===== config.mk =====
export PLATFORM = sky130hd
export DESIGN_NAME = note_tracker
export DESIGN_NICKNAME = d
export VERILOG_FILES = /design/src/rtl/note_pkg.sv /design/src/rtl/note_event_fifo.sv /design/src/rtl/note_tracker.sv
export SDC_FILE = /design/constraint.sdc
export NUM_CORES = 1
export LEC_CHECK = 0
export ABC_AREA = 1
export CAP_MARGIN = 10
export CELL_PAD_IN_SITES_DETAIL_PLACEMENT = 1
export CELL_PAD_IN_SITES_GLOBAL_PLACEMENT = 1
export CORE_MARGIN = 2
export CORE_UTILIZATION = 45
export CTS_CLUSTER_SIZE = 16
export DETAILED_ROUTE_END_ITERATION = 7
export GPL_TIMING_DRIVEN = 0
export PLACE_DENSITY = 0.78
export REMOVE_ABC_BUFFERS = 1
export SKIP_LAST_GASP = 1
export SLEW_MARGIN = 0
export SYNTH_ARGS = -nofsm -noshare
export SYNTH_HDL_FRONTEND = slang
export SYNTH_SLANG_ARGS = --single-unit

===== constraint.sdc =====
create_clock -name clk_in -period 5.6 [get_ports clk_in]
set_clock_uncertainty 0.15 [all_clocks]
set_input_delay 1.12 -clock clk_in [delete_from_list [all_inputs] [get_ports clk_in]]
set_output_delay 1.12 -clock clk_in [all_outputs]
set_load 0.01 [all_outputs]

===== src/rtl/note_pkg.sv =====
// ----------------------------------------------------------------------------
// note_pkg
// Shared definitions for the note tracker: the MIDI range covered by the
// bin->note lookup, the bin boundary table, the tracker FSM state type and the
// note event record carried through the event FIFO.
// ----------------------------------------------------------------------------
package note_pkg;

    localparam int NOTE_LO    = 48;
    localparam int NOTE_COUNT = 37;
    localparam int EDGE_W     = 12;
    localparam int IDX_W      = 6;

    // Bin boundaries: entry i is the geometric midpoint between note NOTE_LO+i-1
    // and note NOTE_LO+i, expressed in FFT bins (8192-point FFT at 44.1 kHz,
    // ~5.383 Hz per bin). Note NOTE_LO+i owns bins BIN_EDGE[i] .. BIN_EDGE[i+1]-1.
    localparam logic [EDGE_W-1:0] BIN_EDGE [0:NOTE_COUNT] = '{
        12'd24,  12'd25,  12'd26,  12'd28,  12'd30,  12'd32,  12'd33,  12'd35,
        12'd37,  12'd40,  12'd42,  12'd45,  12'd47,  12'd50,  12'd53,  12'd56,
        12'd59,  12'd63,  12'd67,  12'd71,  12'd75,  12'd79,  12'd84,  12'd89,
        12'd94,  12'd100, 12'd106, 12'd112, 12'd119, 12'd126, 12'd134, 12'd141,
        12'd150, 12'd159, 12'd168, 12'd178, 12'd189, 12'd200
    };

    typedef enum logic [1:0] {
        ST_IDLE,
        ST_SEARCH,
        ST_DECIDE,
        ST_DECIDE_ON
    } tracker_state_t;

    typedef struct packed {
        logic       on;
        logic [6:0] note;
    } note_event_t;

    function automatic logic [6:0] idx_to_note(input logic [IDX_W-1:0] idx);
        return 7'(NOTE_LO) + 7'(idx);
    endfunction

endpackage


===== src/rtl/note_event_fifo.sv =====
// ----------------------------------------------------------------------------
// note_event_fifo
// Synchronous FIFO of note events with a registered head. The head record
// keeps its last value when the FIFO runs empty, and a push into a full FIFO
// is discarded and flagged on a sticky drop bit.
// Ports:
//   clk_i        clock
//   rst_ni       asynchronous active-low reset
//   push_i       write request
//   push_data_i  event to write
//   pop_i        consumer ready; pops when the head is valid
//   valid_o      head holds a valid event (FIFO not empty)
//   head_o       head event record
//   drop_o       sticky: a push was discarded because the FIFO was full
// ----------------------------------------------------------------------------
module note_event_fifo
    import note_pkg::*;
#(
    parameter int DEPTH = 8
) (
    input  logic        clk_i,
    input  logic        rst_ni,
    input  logic        push_i,
    input  note_event_t push_data_i,
    input  logic        pop_i,
    output logic        valid_o,
    output note_event_t head_o,
    output logic        drop_o
);

    localparam int AW = $clog2(DEPTH);
    localparam int CW = AW + 1;

    note_event_t   mem_q [DEPTH];
    logic [AW-1:0] wr_q;
    logic [AW-1:0] rd_q;
    logic [AW-1:0] rd_d;
    logic [CW-1:0] count_q;
    logic [CW-1:0] count_d;
    logic          valid_q;
    logic          drop_q;
    note_event_t   head_q;
    note_event_t   head_d;
    logic          full;
    logic          do_pop;
    logic          do_push;

    // A pop frees the slot in the same cycle, so a full FIFO still accepts a
    // push that coincides with a pop. The next head is whatever sits at the
    // new read pointer, or the incoming event when nothing else remains.
    always_comb begin
        full    = (count_q == CW'(DEPTH));
        do_pop  = pop_i && valid_q;
        do_push = push_i && (!full || do_pop);
        rd_d    = rd_q + AW'(do_pop);
        count_d = count_q + CW'(do_push) - CW'(do_pop);
        if (count_d == '0) begin
            head_d = head_q;
        end else if (count_q == CW'(do_pop)) begin
            head_d = push_data_i;
        end else begin
            head_d = mem_q[rd_d];
        end
    end

    always_ff @(posedge clk_i) begin
        if (do_push) begin
            mem_q[wr_q] <= push_data_i;
        end
    end

    always_ff @(posedge clk_i or negedge rst_ni) begin
        if (!rst_ni) begin
            wr_q    <= '0;
            rd_q    <= '0;
            count_q <= '0;
            valid_q <= 1'b0;
            drop_q  <= 1'b0;
            head_q  <= '0;
        end else begin
            wr_q    <= wr_q + AW'(do_push);
            rd_q    <= rd_d;
            count_q <= count_d;
            valid_q <= (count_d != '0);
            head_q  <= head_d;
            if (push_i && !do_push) begin
                drop_q <= 1'b1;
            end
        end
    end

    assign valid_o = valid_q;
    assign head_o  = head_q;
    assign drop_o  = drop_q;

endmodule


===== src/rtl/note_tracker.sv =====
// ----------------------------------------------------------------------------
// note_tracker
// Turns per-frame FFT peak (bin + magnitude) into debounced MIDI note-on /
// note-off events. Each frame's bin is mapped to a note by walking the
// boundary table one entry per cycle; a note must win STABLE_FRAMES frames in
// a row before it sounds, and a held note is released after RELEASE_FRAMES
// quiet frames. Events are queued in a small ready/valid FIFO.
// Ports:
//   clk_in           clock
//   rst_in           asynchronous active-low reset
//   peak_in          peak bin index of the current frame
//   peak_mag_in      magnitude of that peak
//   peak_valid_in    one-cycle strobe per frame
//   event_ready_in   consumer accepts the head event
//   event_valid_out  head event valid
//   event_on_out     1 = note-on, 0 = note-off
//   event_note_out   MIDI note of the head event
//   note_active_out  a note is currently held
//   cur_note_out     held note, 0 when none
//   overrun_out      sticky: a frame arrived while the tracker was busy
//   drop_out         sticky: an event was lost to a full FIFO
// ----------------------------------------------------------------------------
module note_tracker
    import note_pkg::*;
#(
    parameter int          BIN_W          = 12,
    parameter int          STABLE_FRAMES  = 3,
    parameter int          RELEASE_FRAMES = 2,
    parameter logic [15:0] MAG_THRESH     = 16'd256,
    parameter int          FIFO_DEPTH     = 8
) (
    input  logic             clk_in,
    input  logic             rst_in,
    input  logic [BIN_W-1:0] peak_in,
    input  logic [15:0]      peak_mag_in,
    input  logic             peak_valid_in,
    input  logic             event_ready_in,
    output logic             event_valid_out,
    output logic             event_on_out,
    output logic [6:0]       event_note_out,
    output logic             note_active_out,
    output logic [6:0]       cur_note_out,
    output logic             overrun_out,
    output logic             drop_out
);

    localparam int CNT_W = $clog2(STABLE_FRAMES + 1);
    localparam int REL_W = $clog2(RELEASE_FRAMES + 1);

    tracker_state_t   state_q;
    logic [IDX_W-1:0] idx_q;
    logic [BIN_W-1:0] bin_q;
    logic [15:0]      mag_q;
    logic             hit_q;
    logic [6:0]       cand_q;
    logic [CNT_W-1:0] cand_cnt_q;
    logic [REL_W-1:0] rel_cnt_q;
    logic             active_q;
    logic [6:0]       cur_q;
    logic             overrun_q;

    logic [IDX_W-1:0] idx_next;
    logic             hit_now;
    logic             last_idx;
    logic             quiet;
    logic [6:0]       frame_note;
    logic [6:0]       cand_d;
    logic [CNT_W-1:0] cand_cnt_d;
    logic [REL_W-1:0] rel_cnt_d;
    logic             active_d;
    logic [6:0]       cur_d;
    logic             dec_off;
    logic             dec_on;
    logic             need_pair;
    logic             push;
    note_event_t      push_data;
    note_event_t      head;

    // Table walk compare for the current index, and the tracker update that
    // the DECIDE cycle commits. When a held note is replaced, the off event is
    // pushed in DECIDE and the on event for the new (already committed) held
    // note is pushed in DECIDE_ON.
    always_comb begin
        idx_next   = idx_q + IDX_W'(1);
        hit_now    = (32'(bin_q) >= 32'(BIN_EDGE[idx_q])) &&
                     (32'(bin_q) <  32'(BIN_EDGE[idx_next]));
        last_idx   = (idx_q == IDX_W'(NOTE_COUNT - 1));
        quiet      = !hit_q || (mag_q < MAG_THRESH);
        frame_note = idx_to_note(idx_q);

        cand_d     = cand_q;
        cand_cnt_d = cand_cnt_q;
        rel_cnt_d  = rel_cnt_q;
        active_d   = active_q;
        cur_d      = cur_q;
        dec_off    = 1'b0;
        dec_on     = 1'b0;
        need_pair  = 1'b0;

        if (quiet) begin
            cand_cnt_d = '0;
            if (active_q) begin
                if (32'(rel_cnt_q) + 1 >= RELEASE_FRAMES) begin
                    dec_off   = 1'b1;
                    active_d  = 1'b0;
                    cur_d     = '0;
                    rel_cnt_d = '0;
                end else begin
                    rel_cnt_d = rel_cnt_q + REL_W'(1);
                end
            end
        end else begin
            rel_cnt_d = '0;
            if (frame_note == cand_q) begin
                if (cand_cnt_q < CNT_W'(STABLE_FRAMES)) begin
                    cand_cnt_d = cand_cnt_q + CNT_W'(1);
                end
            end else begin
                cand_d     = frame_note;
                cand_cnt_d = CNT_W'(1);
            end
            if ((cand_cnt_d == CNT_W'(STABLE_FRAMES)) && (!active_q || (cand_d != cur_q))) begin
                if (active_q) begin
                    dec_off   = 1'b1;
                    need_pair = 1'b1;
                end else begin
                    dec_on = 1'b1;
                end
                cur_d    = cand_d;
                active_d = 1'b1;
            end
        end

        push           = 1'b0;
        push_data.on   = 1'b0;
        push_data.note = cur_q;
        if (state_q == ST_DECIDE) begin
            push           = dec_off || dec_on;
            push_data.on   = !dec_off;
            push_data.note = dec_off ? cur_q : cand_d;
        end else if (state_q == ST_DECIDE_ON) begin
            push           = 1'b1;
            push_data.on   = 1'b1;
            push_data.note = cur_q;
        end
    end

    // Frame FSM with the tracker registers. A strobe outside IDLE is dropped
    // and only recorded on the sticky overrun flag.
    always_ff @(posedge clk_in or negedge rst_in) begin
        if (!rst_in) begin
            state_q    <= ST_IDLE;
            idx_q      <= '0;
            bin_q      <= '0;
            mag_q      <= '0;
            hit_q      <= 1'b0;
            cand_q     <= '0;
            cand_cnt_q <= '0;
            rel_cnt_q  <= '0;
            active_q   <= 1'b0;
            cur_q      <= '0;
            overrun_q  <= 1'b0;
        end else begin
            if (peak_valid_in && (state_q != ST_IDLE)) begin
                overrun_q <= 1'b1;
            end
            case (state_q)
                ST_IDLE: begin
                    if (peak_valid_in) begin
                        bin_q   <= peak_in;
                        mag_q   <= peak_mag_in;
                        idx_q   <= '0;
                        hit_q   <= 1'b0;
                        state_q <= ST_SEARCH;
                    end
                end
                ST_SEARCH: begin
                    if (hit_now) begin
                        hit_q   <= 1'b1;
                        state_q <= ST_DECIDE;
                    end else if (last_idx) begin
                        state_q <= ST_DECIDE;
                    end else begin
                        idx_q <= idx_next;
                    end
                end
                ST_DECIDE: begin
                    cand_q     <= cand_d;
                    cand_cnt_q <= cand_cnt_d;
                    rel_cnt_q  <= rel_cnt_d;
                    active_q   <= active_d;
                    cur_q      <= cur_d;
                    state_q    <= need_pair ? ST_DECIDE_ON : ST_IDLE;
                end
                ST_DECIDE_ON: begin
                    state_q <= ST_IDLE;
                end
                default: begin
                    state_q <= ST_IDLE;
                end
            endcase
        end
    end

    note_event_fifo #(
        .DEPTH (FIFO_DEPTH)
    ) u_fifo (
        .clk_i       (clk_in),
        .rst_ni      (rst_in),
        .push_i      (push),
        .push_data_i (push_data),
        .pop_i       (event_ready_in),
        .valid_o     (event_valid_out),
        .head_o      (head),
        .drop_o      (drop_out)
    );

    assign event_on_out    = head.on;
    assign event_note_out  = head.note;
    assign note_active_out = active_q;
    assign cur_note_out    = cur_q;
    assign overrun_out     = overrun_q;

endmodule


==> flow_summary_export.csv <==
group,metric,value,unit
synth,synth_top_area_cell,"edfxtp_1",
cells_and_area,syn_to_final_growth,15.7,%
cells_and_area,seqCellArea,3650,um2
synth,netlist.area_leader.share,0.262,
clock_tree,clock_sinks,133,
power_and_ir_drop,power,4480,uW
synth,ys_ff_latch,133,
floorplanning,die_area,17400,um2
worst_setup_path,crit_type,"flop to flop",
cells_and_area,num-nets-final,931,
cells_and_area,final_area,8500,um2
power_and_ir_drop,clockPowerShare,0.235,
power_and_ir_drop,vdd_ir_drop_max,0.229,mV
clock_tree,cts_setup_buffers,0,
routing,finalWirelength,19700,um
worst_hold_path,min_path_type,"flop to flop",
worst_setup_path,path_cells,"inv_2 > ha_1 > xor2_1 > nand3_1 > nor3_2 > nand2_1 > nand2_2 > nand3_4 > o21ai_2 > inv_2 > nor2_4 > ha_1 > inv_1 > fa_1 > inv_1 > or4_1 > nand2_1 > inv_1 > a21oi_1",
worst_hold_path,min-delay-start,"mag_q[10]",
sta,setup_tns,0,ps
worst_setup_path,crit_required,5780,ps
sta,fin_crit_sh,0.914,
worst_setup_path,critPathMaxStageDelay,890,ps
routing,drt_iter0_markers,363,
synth,ys_seq_area_frac,0.497,
grt,grt_use_total,0.234,
routing,drc,0,
floorplanning,coreArea,15900,um2
clock_tree,ctsHoldBuffers,0,
worst_setup_path,crit_path_start,"idx_q[4]",
worst_setup_path,critPathCaptureType,"flop",
grt,grt_overflow_total,0,
cells_and_area,nFillCells,1838,
sta,tightest_slew,1030,ps
synth,synth_edf_count,64,
synth,synth_cell_types,47,
cells_and_area,multi_input_area,3230,um2
power_and_ir_drop,p_sw,1840,uW
synth,yosysWarnings,0,
clock_tree,htree_levels,4,
sta,rsz0062_at_grt,"no",
placed_design,io_buffers,42,
synth,synthArstFlopShare,0.519,
worst_setup_path,critPathMostFrequentCell,"inv_1",
cells_and_area,most-common-layout-cells,"nand2_1 (202), nor2_1 (86), inv_1 (73)",
worst_setup_path,worst-path-max-fanout,17,
floorplanning,fp.dieW,132,um
sta,max_slew_margin,0.314,
floorplanning,io_pins,51,
grt,grt_pass1_wl,32200,um
cells_and_area,antenna_cells,0,
clock_tree,cts_root_buf,"clkbuf_16",
clock_tree,ctsResizeCount,0,
routing,ant_nets,0,
clock_tree,clk_pin_slew,60,ps
clock_tree,cts_tree,"done",
grt,antenna_found_initial,0,
placed_design,dp_hpwl,13800,um
power_and_ir_drop,combinationalPowerShare,0.436,
clock_tree,clk_latency,420,ps
placed_design,place_ws,560,ps
sta,slew_viol_final,0,
sta,fmax,195,MHz
flow_run,maxCapViolCount,0,
synth,syn-instance-count,820,
synth,synthFlopType,"dfrtp_1",
sta,hold_viol,0,
cells_and_area,drive_above_1_share,0.0717,
synth,avgSynthCellArea,8.96,um2
power_and_ir_drop,leakage,0.00373,uW
clock_tree,cts_buffers,17,
worst_setup_path,slowest_stage,"or4_1",
power_and_ir_drop,power_frac_seq,0.329,
power_and_ir_drop,netSwitchingFraction,0.411,
placed_design,placedInstanceArea,7900,um2
grt,grt_max_degree,61,
sta,fin_ws,484,ps
sta,period_needed,5120,ps
routing,drt-vias-per-instance,5.50,
synth,netlist_area,7340,um2
routing,vias,5947,
run_status,status,"finished clean",
routing,drtPass1Iterations,5,
power_and_ir_drop,intPower,2640,uW
worst_setup_path,cp-start-kind,"flop",
synth,synthTopCellsByArea,"edfxtp_1 (26%), dfrtp_1 (24%), nand2_1 (10%)",
power_and_ir_drop,cellPowerDensity,527,nW/um2
placed_design,gp_congestion,0.907,
clock_tree,clockBufferDepth,2,
grt,grt_pass1_vias,6278,
cells_and_area,final_common_cell,"nand2_1",
floorplanning,die_h,132,um
worst_setup_path,rr_startpoint,"idx_q[4]",
worst_setup_path,crit_arrival,5300,ps
sta,setup_violations,0,
floorplanning,core.rowCount,46,
routing,wl_per_cell,18.2,um
floorplanning,initial_core_util,0.461,
[synthesized netlist by cell type, types with 3 or more instances]
master / number
xor2_1: 9
a21oi_1: 27
and2_1: 7
nand3_1: 33
nor3_1: 3
nand4_1: 17
ha_1: 46
nand2_2: 7
nand2_1: 202
o21ai_0: 54
nor2_1: 86
buf_1: 4
nand3_2: 3
o22ai_1: 4
dfrtp_1: 69
clkbuf_1: 17
xnor2_1: 5
buf_2: 7
inv_2: 8
o221ai_1: 11
mux2i_1: 8
inv_1: 73
o32ai_1: 8
edfxtp_1: 64
o211ai_1: 14
buf_6: 3
a31oi_1: 3
[state kept, by name (all words and copies together), names as in the netlist, 2 cells and up]
name	flops
bin_q	12
u_fifo.count_q	4
u_fifo.head_o	8
cur_note_out	7
u_fifo.wr_q	3
cand_cnt_q	2
u_fifo.mem_q	64
rel_cnt_q	2
u_fifo.rd_q	3
state_q	2
idx_q	6
cand_q	7
mag_q	8
[through the flow]
stage	utilization	std cells	hold WS, ps
CTS	0.531	1079	325
global route	0.533	1081	350
floorplan	-	787	293
global placement	0.494	1045	305
detailed placement	0.496	1047	310
finish	0.533	1081	322
[worst paths after layout]
path	endpoint	slack, ps	cells after the start
worst min register to register	mag_q[10]	320	2
worst max-delay path	u_fifo.head_o[5]	480	19
min in group asynchronous	note_active_out	390	1
worst max register to register	u_fifo.head_o[5]	480	19
worst min-delay path	mag_q[10]	320	2
max in group asynchronous	u_fifo.rd_q[1]	4350	2
[critical path: cells and delay by family (launching register included)]
| family | cells | cell delay [ps] |
|---|---|---|
| buf+inv | 5 | 500 |
| xor+xnor | 1 | 170 |
| flops | 1 | 770 |
| fa+ha+maj | 3 | 1130 |
| simple gates | 8 | 1990 |
| compound gates | 2 | 320 |
[metal layers]
metal  vias to the layer above  part of all wire  wire, um  track usage
met5                         -                 0         0            0
met4                         0             0.023       448       0.0906
met3                        30             0.025       487       0.0342
met2                       119              0.53     10300        0.420
met1                      2944              0.43      8400        0.285
li1                       2854                 -         -            -
[power by group through the flow]
stage	Clock [uW]	Combinational [uW]	Sequential (uW)
floorplan	0	1310	1460
global placement	0	1790	1480
detailed placement	0	1920	1490
CTS	1070	1950	1480
global route	1110	2210	1500
finish	1050	1950	1480
[cell type report]
cell class              instances  share of cell area
multi-input cells             573               0.380
well taps                     216              0.0318
repair buffers                 46              0.0574
inverters                      81              0.0358
clock inverters                14              0.0153
clock buffers                  18              0.0505
flip-flops and latches        133               0.429
[cell families after synthesis]
logic type,Yosys count,share of synthesized area
xor+xnor,14,0.0167
buf+inv,114,0.0636
flops,133,0.497
simple gates,365,0.212
compound gates,139,0.118
mux,8,0.0109
fa+ha+maj,47,0.0811
(Power assumes the default switching activity.)
